`src/rtl/fft_pkg.sv`:
```
// Shared FFT types and constants: sample width, frame size, complex sample
// layout and the bin-index bit reversal used by the SDF stages.
package fft_pkg;

    localparam int unsigned DW   = 8;
    localparam int unsigned N    = 16;
    localparam int unsigned LOGN = 4;

    typedef logic [LOGN-1:0] idx_t;

    typedef struct packed {
        logic [DW-1:0] re;
        logic [DW-1:0] im;
    } cplx_t;

    typedef enum logic {
        RD_IDLE,
        RD_STREAM
    } rd_state_t;

    function automatic idx_t bitrev(input idx_t a);
        return {<<{a}};
    endfunction

endpackage

```
`src/rtl/fft_bitrev_reorder_if.sv`:
```
// Sample stream from the FFT and natural-order stream to the consumer.
interface fft_bitrev_reorder_if;
    import fft_pkg::*;

    logic            in_valid;
    logic            in_sof;
    logic [DW-1:0]   in_r;
    logic [DW-1:0]   in_im;
    logic            out_valid;
    logic            out_ready;
    logic [DW-1:0]   out_r;
    logic [DW-1:0]   out_im;
    logic [LOGN-1:0] out_idx;
    logic            out_sof;
    logic            out_eof;
    logic            overflow;

    modport master (
        output in_valid, in_sof, in_r, in_im, out_ready,
        input  out_valid, out_r, out_im, out_idx, out_sof, out_eof, overflow
    );

    modport slave (
        input  in_valid, in_sof, in_r, in_im, out_ready,
        output out_valid, out_r, out_im, out_idx, out_sof, out_eof, overflow
    );

endinterface

```
`src/rtl/fft_reorder_bank.sv`:
```
// One frame of complex samples: synchronous write port, combinational read port.
module fft_reorder_bank
    import fft_pkg::*;
(
    input  logic  clk,
    input  logic  i_we,
    input  idx_t  i_waddr,
    input  cplx_t i_wdata,
    input  idx_t  i_raddr,
    output cplx_t o_rdata
);

    cplx_t r_mem [N];

    always_ff @(posedge clk) begin
        if (i_we) begin
            r_mem[i_waddr] <= i_wdata;
        end
    end

    assign o_rdata = r_mem[i_raddr];

endmodule

```
`src/rtl/fft_bitrev_reorder.sv`:
```
// Ping-pong reorder buffer: frames arrive in bit-reversed bin order and are
// replayed in natural order through a stallable valid/ready output register.
module fft_bitrev_reorder
    import fft_pkg::*;
(
    input logic                 clk,
    input logic                 clear,
    fft_bitrev_reorder_if.slave bus
);

    // write side state
    idx_t       r_wcnt;
    logic       r_wbank;
    logic       r_drop;
    logic [1:0] r_full;
    logic       r_overflow;

    // read side state
    rd_state_t  r_state;
    rd_state_t  w_state_nxt;
    idx_t       r_rcnt;
    idx_t       w_rcnt_nxt;
    logic       r_rbank;
    logic       w_rbank_nxt;

    // output register
    logic       r_out_valid;
    cplx_t      r_out;
    idx_t       r_out_idx;
    logic       r_out_sof;
    logic       r_out_eof;

    idx_t       w_wptr;
    logic       w_frame_start;
    logic       w_bank_busy;
    logic       w_drop;
    logic       w_accept;
    logic       w_commit;
    logic [1:0] w_we;
    logic [1:0] w_release;
    logic       w_load;
    logic       w_last;
    cplx_t      w_wdata;
    cplx_t      w_rdata0;
    cplx_t      w_rdata1;
    cplx_t      w_rsel;

    assign w_wptr        = (bus.in_valid && bus.in_sof) ? '0 : r_wcnt;
    assign w_frame_start = bus.in_valid && (w_wptr == '0);
    // A bank the reader frees on this very edge counts as empty, so a frame
    // that starts right behind the previous one is not dropped.
    assign w_bank_busy   = r_full[r_wbank] && !w_release[r_wbank];
    assign w_drop        = w_frame_start ? w_bank_busy : r_drop;
    assign w_accept      = bus.in_valid && !w_drop;
    assign w_commit      = w_accept && (w_wptr == '1);
    assign w_we          = {w_accept && r_wbank, w_accept && !r_wbank};
    assign w_wdata       = '{re: bus.in_r, im: bus.in_im};

    assign w_load    = (r_state == RD_STREAM) && (!r_out_valid || bus.out_ready);
    assign w_last    = w_load && (r_rcnt == '1);
    assign w_release = {w_last && r_rbank, w_last && !r_rbank};
    assign w_rsel    = r_rbank ? w_rdata1 : w_rdata0;

    fft_reorder_bank u_bank0 (
        .clk     (clk),
        .i_we    (w_we[0]),
        .i_waddr (bitrev(w_wptr)),
        .i_wdata (w_wdata),
        .i_raddr (r_rcnt),
        .o_rdata (w_rdata0)
    );

    fft_reorder_bank u_bank1 (
        .clk     (clk),
        .i_we    (w_we[1]),
        .i_waddr (bitrev(w_wptr)),
        .i_wdata (w_wdata),
        .i_raddr (r_rcnt),
        .o_rdata (w_rdata1)
    );

    always_comb begin
        w_state_nxt = r_state;
        w_rcnt_nxt  = r_rcnt;
        w_rbank_nxt = r_rbank;
        case (r_state)
            RD_IDLE: begin
                if (r_full[r_rbank]) begin
                    w_state_nxt = RD_STREAM;
                    w_rcnt_nxt  = '0;
                end
            end
            RD_STREAM: begin
                if (w_last) begin
                    w_rbank_nxt = !r_rbank;
                    w_rcnt_nxt  = '0;
                    if (!r_full[!r_rbank]) begin
                        w_state_nxt = RD_IDLE;
                    end
                end else if (w_load) begin
                    w_rcnt_nxt = r_rcnt + 1'b1;
                end
            end
            default: begin
                w_state_nxt = RD_IDLE;
            end
        endcase
    end

    always_ff @(posedge clk) begin
        if (clear) begin
            r_wcnt     <= '0;
            r_wbank    <= 1'b0;
            r_drop     <= 1'b0;
            r_full     <= '0;
            r_overflow <= 1'b0;
        end else begin
            if (bus.in_valid) begin
                r_wcnt <= w_wptr + 1'b1;
                r_drop <= w_drop;
            end
            if (w_commit) begin
                r_wbank <= !r_wbank;
            end
            if (w_frame_start && w_bank_busy) begin
                r_overflow <= 1'b1;
            end
            r_full <= (r_full & ~w_release) | (w_commit ? {r_wbank, !r_wbank} : 2'b00);
        end
    end

    always_ff @(posedge clk) begin
        if (clear) begin
            r_state     <= RD_IDLE;
            r_rcnt      <= '0;
            r_rbank     <= 1'b0;
            r_out_valid <= 1'b0;
            r_out       <= '0;
            r_out_idx   <= '0;
            r_out_sof   <= 1'b0;
            r_out_eof   <= 1'b0;
        end else begin
            r_state <= w_state_nxt;
            r_rcnt  <= w_rcnt_nxt;
            r_rbank <= w_rbank_nxt;
            if (w_load) begin
                r_out_valid <= 1'b1;
                r_out       <= w_rsel;
                r_out_idx   <= r_rcnt;
                r_out_sof   <= (r_rcnt == '0);
                r_out_eof   <= (r_rcnt == '1);
            end else if (bus.out_ready) begin
                r_out_valid <= 1'b0;
            end
        end
    end

    assign bus.out_valid = r_out_valid;
    assign bus.out_r     = r_out.re;
    assign bus.out_im    = r_out.im;
    assign bus.out_idx   = r_out_idx;
    assign bus.out_sof   = r_out_sof;
    assign bus.out_eof   = r_out_eof;
    assign bus.overflow  = r_overflow;

endmodule

```
`src/flat_wrapper.sv`:
```
// flat-port wrapper written by rule: the top's interface ports become plain ports
module fft_bitrev_reorder_flat import fft_pkg::*;
  (clk, clear, bus_in_valid, bus_in_sof, bus_in_r, bus_in_im, bus_out_ready, bus_out_valid, bus_out_r, bus_out_im, bus_out_idx, bus_out_sof, bus_out_eof, bus_overflow);
  fft_bitrev_reorder_if bus_i ();
  input logic clk;
  input logic clear;
  input wire logic [$bits(bus_i.in_valid)-1:0] bus_in_valid;
  input wire logic [$bits(bus_i.in_sof)-1:0] bus_in_sof;
  input wire logic [$bits(bus_i.in_r)-1:0] bus_in_r;
  input wire logic [$bits(bus_i.in_im)-1:0] bus_in_im;
  input wire logic [$bits(bus_i.out_ready)-1:0] bus_out_ready;
  output wire logic [$bits(bus_i.out_valid)-1:0] bus_out_valid;
  output wire logic [$bits(bus_i.out_r)-1:0] bus_out_r;
  output wire logic [$bits(bus_i.out_im)-1:0] bus_out_im;
  output wire logic [$bits(bus_i.out_idx)-1:0] bus_out_idx;
  output wire logic [$bits(bus_i.out_sof)-1:0] bus_out_sof;
  output wire logic [$bits(bus_i.out_eof)-1:0] bus_out_eof;
  output wire logic [$bits(bus_i.overflow)-1:0] bus_overflow;
  assign bus_i.in_valid = bus_in_valid;
  assign bus_i.in_sof = bus_in_sof;
  assign bus_i.in_r = bus_in_r;
  assign bus_i.in_im = bus_in_im;
  assign bus_i.out_ready = bus_out_ready;
  assign bus_out_valid = bus_i.out_valid;
  assign bus_out_r = bus_i.out_r;
  assign bus_out_im = bus_i.out_im;
  assign bus_out_idx = bus_i.out_idx;
  assign bus_out_sof = bus_i.out_sof;
  assign bus_out_eof = bus_i.out_eof;
  assign bus_overflow = bus_i.overflow;
  fft_bitrev_reorder u_core (.clk(clk), .clear(clear), .bus(bus_i));
endmodule
```
`config.mk`:
```
export PLATFORM = sky130hd
export DESIGN_NAME = fft_bitrev_reorder_flat
export DESIGN_NICKNAME = d
export VERILOG_FILES = /design/src/rtl/fft_pkg.sv /design/src/rtl/fft_bitrev_reorder_if.sv /design/src/rtl/fft_reorder_bank.sv /design/src/rtl/fft_bitrev_reorder.sv /design/src/flat_wrapper.sv
export SDC_FILE = /design/constraint.sdc
export NUM_CORES = 1
export LEC_CHECK = 0
export CORE_UTILIZATION = 62
export DETAILED_ROUTE_END_ITERATION = 12
export GPL_TIMING_DRIVEN = 0
export PLACE_DENSITY_LB_ADDON = 0.3
export SLEW_MARGIN = 20
export SYNTH_ARGS = -nofsm -noshare
export SYNTH_HDL_FRONTEND = slang
export SYNTH_SLANG_ARGS = --single-unit
```
`constraint.sdc`:
```
create_clock -name clk -period 4.5 [get_ports clk]
set_input_delay 0.9 -clock clk [delete_from_list [all_inputs] [get_ports clk]]
set_output_delay 0.9 -clock clk [all_outputs]
set_load 0.01 [all_outputs]
```
After elaboration in Yosys (flattened, before gate mapping)
Memories as Yosys holds them, arrays and structs flattened. A register that Yosys moved wholly into a read port is not among the register bits.
Cells that the tools add are included.
W data, S select, Z words.
- equal/unequal tests: 4
- multiplexer cells: 30
- bitwise operators: 4
- reductions and logical operators: 23
- magnitude comparators: 3
- $add $sub $neg: 2
- operators with widths (operator ; count):
    $mux W4 ; 8
    $mux W1 ; 18
    $mux W16 ; 1
    $logic_and A1 B1 Y1 ; 12
    $add A4 B1 Y4 const B ; 2
    $eq A4 B4 Y1 const B ; 2
    $logic_not A4 Y1 ; 2
    $pmux W4 S2 ; 1
    $lt A1 B2 Y1 const B ; 3
    $logic_not A1 Y1 ; 5
    $reduce_and A2 Y1 ; 2
    $ne A3 B3 Y1 const B ; 1
    $and A2 B2 Y2 ; 1
    $mux W2 ; 1
    $ne A2 B1 Y1 const B ; 1
    $not A2 Y2 ; 1
    $or A2 B2 Y2 ; 1
    $pmux W1 S2 ; 1
    $reduce_bool A2 Y1 ; 1
    $logic_or A1 B1 Y1 ; 1
    $not A1 Y1 ; 1
- word-level logic and storage cells: 82
- memories kept: 2
- input bits: 21
- output and inout port bits: 24
- register bits: 38
- RAM bits: 512
- memories (name ; depth ; bits a word ; rd ports ; clocked after Yosys merged registers in ; write ports ; RTL line ; RTL):
    u_core.u_bank0.r_mem ; 16 ; 16 ; 1 ; 1 ; 1 ; fft_reorder_bank.sv:13 ; cplx_t r_mem [N];
    u_core.u_bank1.r_mem ; 16 ; 16 ; 1 ; 1 ; 1 ; fft_reorder_bank.sv:13 ;

Logic depth before layout (Yosys ltp)
- depth after elaboration: 15
- mapped depth: 10

Hierarchy
A second synthesis with hierarchy kept.
- cells, all modules: 1034
- area, all modules: 21256.6 sq um
- by module, submodules not included (module ; sequential area each (sq um) ; times used ; cells an instance ; area each (sq um)):
    fft_reorder_bank at u_core.u_bank1 ; 7687.4 ; 1 ; 416 ; 9723.1
    fft_reorder_bank at u_core.u_bank0 ; 7687.4 ; 1 ; 416 ; 9721.8
    fft_bitrev_reorder ; 760.7 ; 1 ; 202 ; 1811.7

Least setup slack after synthesis
OpenSTA, ideal clock, no wires.
- path type: in2reg
- start: input bus_in_sof
- end: memory u_core.u_bank0.r_mem[14][0] (netlist name), enable pin
- arrival: 3.642 ns
- library setup time: 0.430 ns
- cell stages on the path: 8
- required time: 4.070 ns
- setup slack: 0.428 ns
- cells stage by stage: nand2_1 and2_1 inv_1 ha_1 o211a_1 mux2_4 buf_6 nor4_1
- cells in the longest elaborated chain, start to end: 10
- ends and longest elaborated chain (item ; RTL line ; RTL):
    start: declaration ; flat_wrapper.sv:8 ; input wire logic [$bits(bus_i.in_sof)-1:0] bus_in_sof;
    $logic_and A1 B1 Y1 * ; fft_bitrev_reorder.sv:48 ; assign w_wptr = (bus.in_valid && bus.in_sof) ? '0 : r_wcnt;
    $mux W4 * ; fft_bitrev_reorder.sv:48 ;
    $logic_not A4 Y1 ; fft_bitrev_reorder.sv:49 ; assign w_frame_start = bus.in_valid && (w_wptr == '0);
    $logic_and A1 B1 Y1 ; fft_bitrev_reorder.sv:49 ;
    $mux W1 ; fft_bitrev_reorder.sv:53 ; assign w_drop = w_frame_start ? w_bank_busy : r_drop;
    $logic_not A1 Y1 ; fft_bitrev_reorder.sv:54 ; assign w_accept = bus.in_valid && !w_drop;
    $logic_and A1 B1 Y1 ; fft_bitrev_reorder.sv:54 ;
    $logic_and A1 B1 Y1 ; fft_bitrev_reorder.sv:56 ; assign w_we = {w_accept && r_wbank, w_accept && !r_wbank};
    $mux W1 ; fft_reorder_bank.sv:16 ; if (i_we) begin
    $mux W1 (implied by the code) ; fft_reorder_bank.sv:17 ; r_mem[i_waddr] <= i_wdata;
    end: declaration ; fft_reorder_bank.sv:13 ;
Mark *: on every way between the ends. The rest lies on a longest branch, timed or not.

Final worst setup path
- start: input bus_in_sof
- end: memory u_core.u_bank1.r_mem[5][5] (netlist name), enable pin
- cells in the longest elaborated chain, start to end: 10
- ends and longest elaborated chain (item ; RTL line):
    $logic_and A1 B1 Y1 * ; fft_bitrev_reorder.sv:48
    $mux W4 * ; fft_bitrev_reorder.sv:48
    $logic_not A4 Y1 ; fft_bitrev_reorder.sv:49
    $logic_and A1 B1 Y1 ; fft_bitrev_reorder.sv:49
    $mux W1 ; fft_bitrev_reorder.sv:53
    $logic_not A1 Y1 ; fft_bitrev_reorder.sv:54
    $logic_and A1 B1 Y1 ; fft_bitrev_reorder.sv:54
    $logic_and A1 B1 Y1 ; fft_bitrev_reorder.sv:56
    $mux W1 ; fft_reorder_bank.sv:16
    $mux W1 (implied by the code) ; fft_reorder_bank.sv:17
    end: declaration ; fft_reorder_bank.sv:13
Marked as above.

==> metrics.md <==
| Metric | Value |
|---|---|
| Input/output buffers | `44` |
| Max-Cap Viols | `0` |
| Peak VDD IR | `292.1 µV` |
| Synthesized area per cell | `18.82 µm²` |
| PD cells | `400.5 nW/µm²` |
| Synth Area in XOR/XNOR | `0.1623%` |
| Critical Path End Type | `flop` |
| Tmin final | `3769 ps` |
| Crit path DAT | `4030 ps` |
| DRT antenna net count | `0` |
| Setup tns final | `0 ps` |
| Diodes inserted | `0` |
| Cts repair resizes | `0` |
| Final Max Tran Viols | `0` |
| Top_reg_cell synth | `edfxtp_1` |
| Die Width | `188.6 µm` |
| Deepest level of the CTS H-tree | `2` |
| Drt drc | `0` |
| Share of cells above drive strength 1 | `24.03%` |
| Worst hold-check path type | `reg -> reg` |
| CP top delay family | `buffers and inverters` |
| Fin nets | `1322` |
| Max frequency | `265.3 MHz` |
| RePlAce Congestion | `0.8857` |
| RSZ-0062 raised after global routing | `false` |
| Compound-Gate Fraction of Synth Area | `4.231%` |
| Critical Path RT | `4760 ps` |
| Syn Inst Count | `1147` |
| Vias per Instance | `6.540` |
| Nature of the critical path startpoint | `input port` |
| CP bufs+invs | `4` |
| CTS Buf Count | `52` |
| Max-Slew Margin vs Limit | `32.17%` |
| Post-route clock period utilization | `83.76%` |
| Post-Synth Simple-Gate Area | `3.912%` |
| Gr ovfl total | `0` |
| Clock buffer depth | `3` |
| Vias after detailed routing | `11667` |
| Setup WS post-layout | `730.8 ps` |
| Clock Latency Late Sink | `570 ps` |
| RR Startpoint | `u_core.r_rbank` |
| Min-delay src | `u_core.bus.out_idx[1]` |
| Die area | `35570 µm²` |
| Post-synth ARST share | `0%` |
| Adder-Cell Fraction of Synth Area | `0.3477%` |
| FILL cells | `1949` |
| Proportion of synthesized area in mux cells | `14.36%` |
| Register area share after synthesis | `75.11%` |
| Starting Density | `63.75%` |
| Chip height | `188.6 µm` |
| Setup CP Type | `in -> reg` |
| Post-Route WL | `50.27 mm` |
| Vias in the first global route | `11646` |
| Slew @ Worst Pin | `1014 ps` |
| Final hold vios | `0` |
| Initial antenna violation count | `0` |
| Routed length per instance | `28.18 µm` |
| CP max-delay cell | `nor3_2` |
| # hold bufs at CTS | `0` |
| Post-synth cell types | `54` |
| CP max FO | `10` |
| FF-to-FF setup slack | `1310 ps` |
| Clk pin slew, worst setup/hold paths | `60 ps` |
| Post-Syn Area | `21590 µm²` |
| Num ports | `45` |
| CTS Root Cell | `clkbuf_16` |
| Drt first-iter violations | `1661` |
| Net Count, Synth | `1174` |
| CORE AREA | `33870 µm²` |
| Worst Skew | `24.45 ps` |
| Synth warnings | `0` |
| Initial DRT Pass Iterations | `7` |
| # clock sinks | `554` |
| Largest family of logic cells by synthesized area | `multiplexers` |
| Crit-path cells | `clkdlybuf4s50_1 -> nand2_1 -> and2_1 -> inv_1 -> ha_1 -> o211a_1 -> mux2_4 -> buf_6 -> nor3_2 -> buf_4` |
| First-pass GRT wire length | `74.64 mm` |
| Crit path from | `bus_in_sof` |
| # Post-CTS Setup Buffers | `0` |
| Status | `completed` |
| Final HPWL from detailed placement | `32.45 mm` |
| FF+latch count, synth | `554` |
| Final setup viols | `0` |
| Total GRT Usage | `29.09%` |
| Layout area overhead | `14.27%` |
| Number of core rows | `67` |
| CTS tree | `done` |
| Max incr delay on CP | `700 ps` |
| Dpl ws | `234.0 ps` |
| Post-synth EDFFs | `512` |
| Largest net degree at the start of global routing | `33` |
| LEAKAGE | `7.639 nW` |
-- stage by stage --
step	instance area, µm²	instances	hold WS (ps)	util [%]	total power, mW
3_5_place_dp	23120	1689	456.0	68.25	5.921
4_1_cts	24680	1784	467.7	72.88	9.915
2_1_floorplan	21590	1147	450.0	-	5.802
3_3_place_gp	22590	1639	447.6	66.70	5.915
6_report	24670	1784	465.8	72.84	9.880
5_1_grt	24670	1784	493.8	72.84	10.12
-- synthesized netlist by cell type (all sizes together), types with 2 or more instances --
cell	instances	area (µm²)
edfxtp	512	15370
mux2i	100	1001
mux4	70	1577
nand2	53	198.9
mux2	46	521.8
buf	45	309.1
dfxtp	42	840.8
nor2	36	135.1
nand3	35	175.2
a21oi	25	125.1
clkbuf	19	71.32
nor3	19	95.09
o22ai	18	112.6
a221o	15	150.1
a22o	14	122.6
a221oi	13	113.9
a22oi	13	97.59
nor4	8	83.83
inv	7	26.27
nor2b	7	43.79
ha	6	75.07
o21ai	5	25.02
and2	4	25.02
nand2b	3	18.77
or3	3	18.77
a211oi	2	15.01
a32o	2	20.02
o21a	2	15.01
o221ai	2	17.52
o41ai	2	32.53
xnor2	2	17.52
xor2	2	17.52
-- registers in the layout, indices dropped and copies added, names as in the netlist, 2 cells and up, named ones only --
signal,flops
u_core.bus.out_r,8
u_core.u_bank1.r_mem,256
u_core.r_full,2
u_core.r_rcnt,4
u_core.bus.out_idx,4
u_core.bus.out_im,8
u_core.u_bank0.r_mem,256
u_core.r_wcnt,4
-- layout make-up --
| class | instances | area (µm²) | share of cell area, % |
|---|---|---|---|
| sequential | 554 | 16220 | 65.73 |
| multi-input combinational | 522 | 5122 | 20.76 |
| clock buffer | 84 | 1493 | 6.051 |
| timing repair buffer | 94 | 799.5 | 3.241 |
| tap | 448 | 560.5 | 2.272 |
| buffer | 64 | 380.4 | 1.542 |
| clock inverter | 11 | 72.57 | 0.2942 |
| inverter | 7 | 26.28 | 0.1065 |
-- worst reg2reg max path, delay by kind of cell, from the launching register on --
kind                   cells  cell delay, ps
AO/OA/AOI/OAI              1             410
buffers and inverters      3             680
AND/OR/NAND/NOR            1             700
multiplexers               2             530
flip-flops                 1             570
-- cell usage in the layout (no fill, tap or decap), types with 6 or more instances in the layout --
master / n
nand3_1: 35
dfxtp_1: 42
mux2i_1: 100
a22o_1: 14
mux4_2: 70
clkbuf_1: 45
clkinv_1: 6
o22ai_1: 18
buf_4: 43
nor2b_1: 7
mux2_2: 45
nand2_1: 53
a221oi_1: 13
buf_6: 17
inv_1: 6
a21oi_1: 24
ha_1: 6
nor2_2: 8
buf_2: 39
nor3_2: 16
a221o_1: 15
edfxtp_1: 512
clkbuf_16: 53
clkdlybuf4s50_1: 29
nor2_1: 28
a22oi_1: 13
buf_8: 6
-- power breakdown --
| group | internal [mW] | leakage (nW) | switching [mW] |
|---|---|---|---|
| clock network | 2.31 | 0.759 | 1.76 |
| logic | 0.0344 | 1.93 | 0.129 |
| registers | 5.64 | 4.95 | 0.00590 |
| total | 7.99 | 7.64 | 1.89 |
-- layer usage --
metal	vias up	routed length (µm)	global-route usage, %	share of wire [%]
met1	5942	19790	41.71	39
met4	0	1543	10.24	3.1
met3	95	4815	4.973	9.6
met5	-	0	0	0
met2	674	24130	45.77	48
li1	4956	-	-	-
-- logic make-up (layout without fill, tap and decap cells) --
group / count (synthesis) / in the layout
and+or+nand+nor: 175 / 175
xor gates and xnor gates: 4 / 4
muxes: 216 / 216
adders and majority gates: 6 / 6
DFF: 554 / 554
AOI/OAI and AO/OA: 121 / 121
buffers and inverters: 71 / 260
-- path summary, 6_finish.rpt --
kind                                      to  depth (start not counted)
setup / recovery  u_core.u_bank1.r_mem[5][5]                         10
setup reg to reg  u_core.u_bank1.r_mem[5][5]                          7
hold reg to reg        u_core.bus.out_idx[1]                          2
hold / removal         u_core.bus.out_idx[1]                          2
Note: power is estimated with default switching activity, not from simulation.
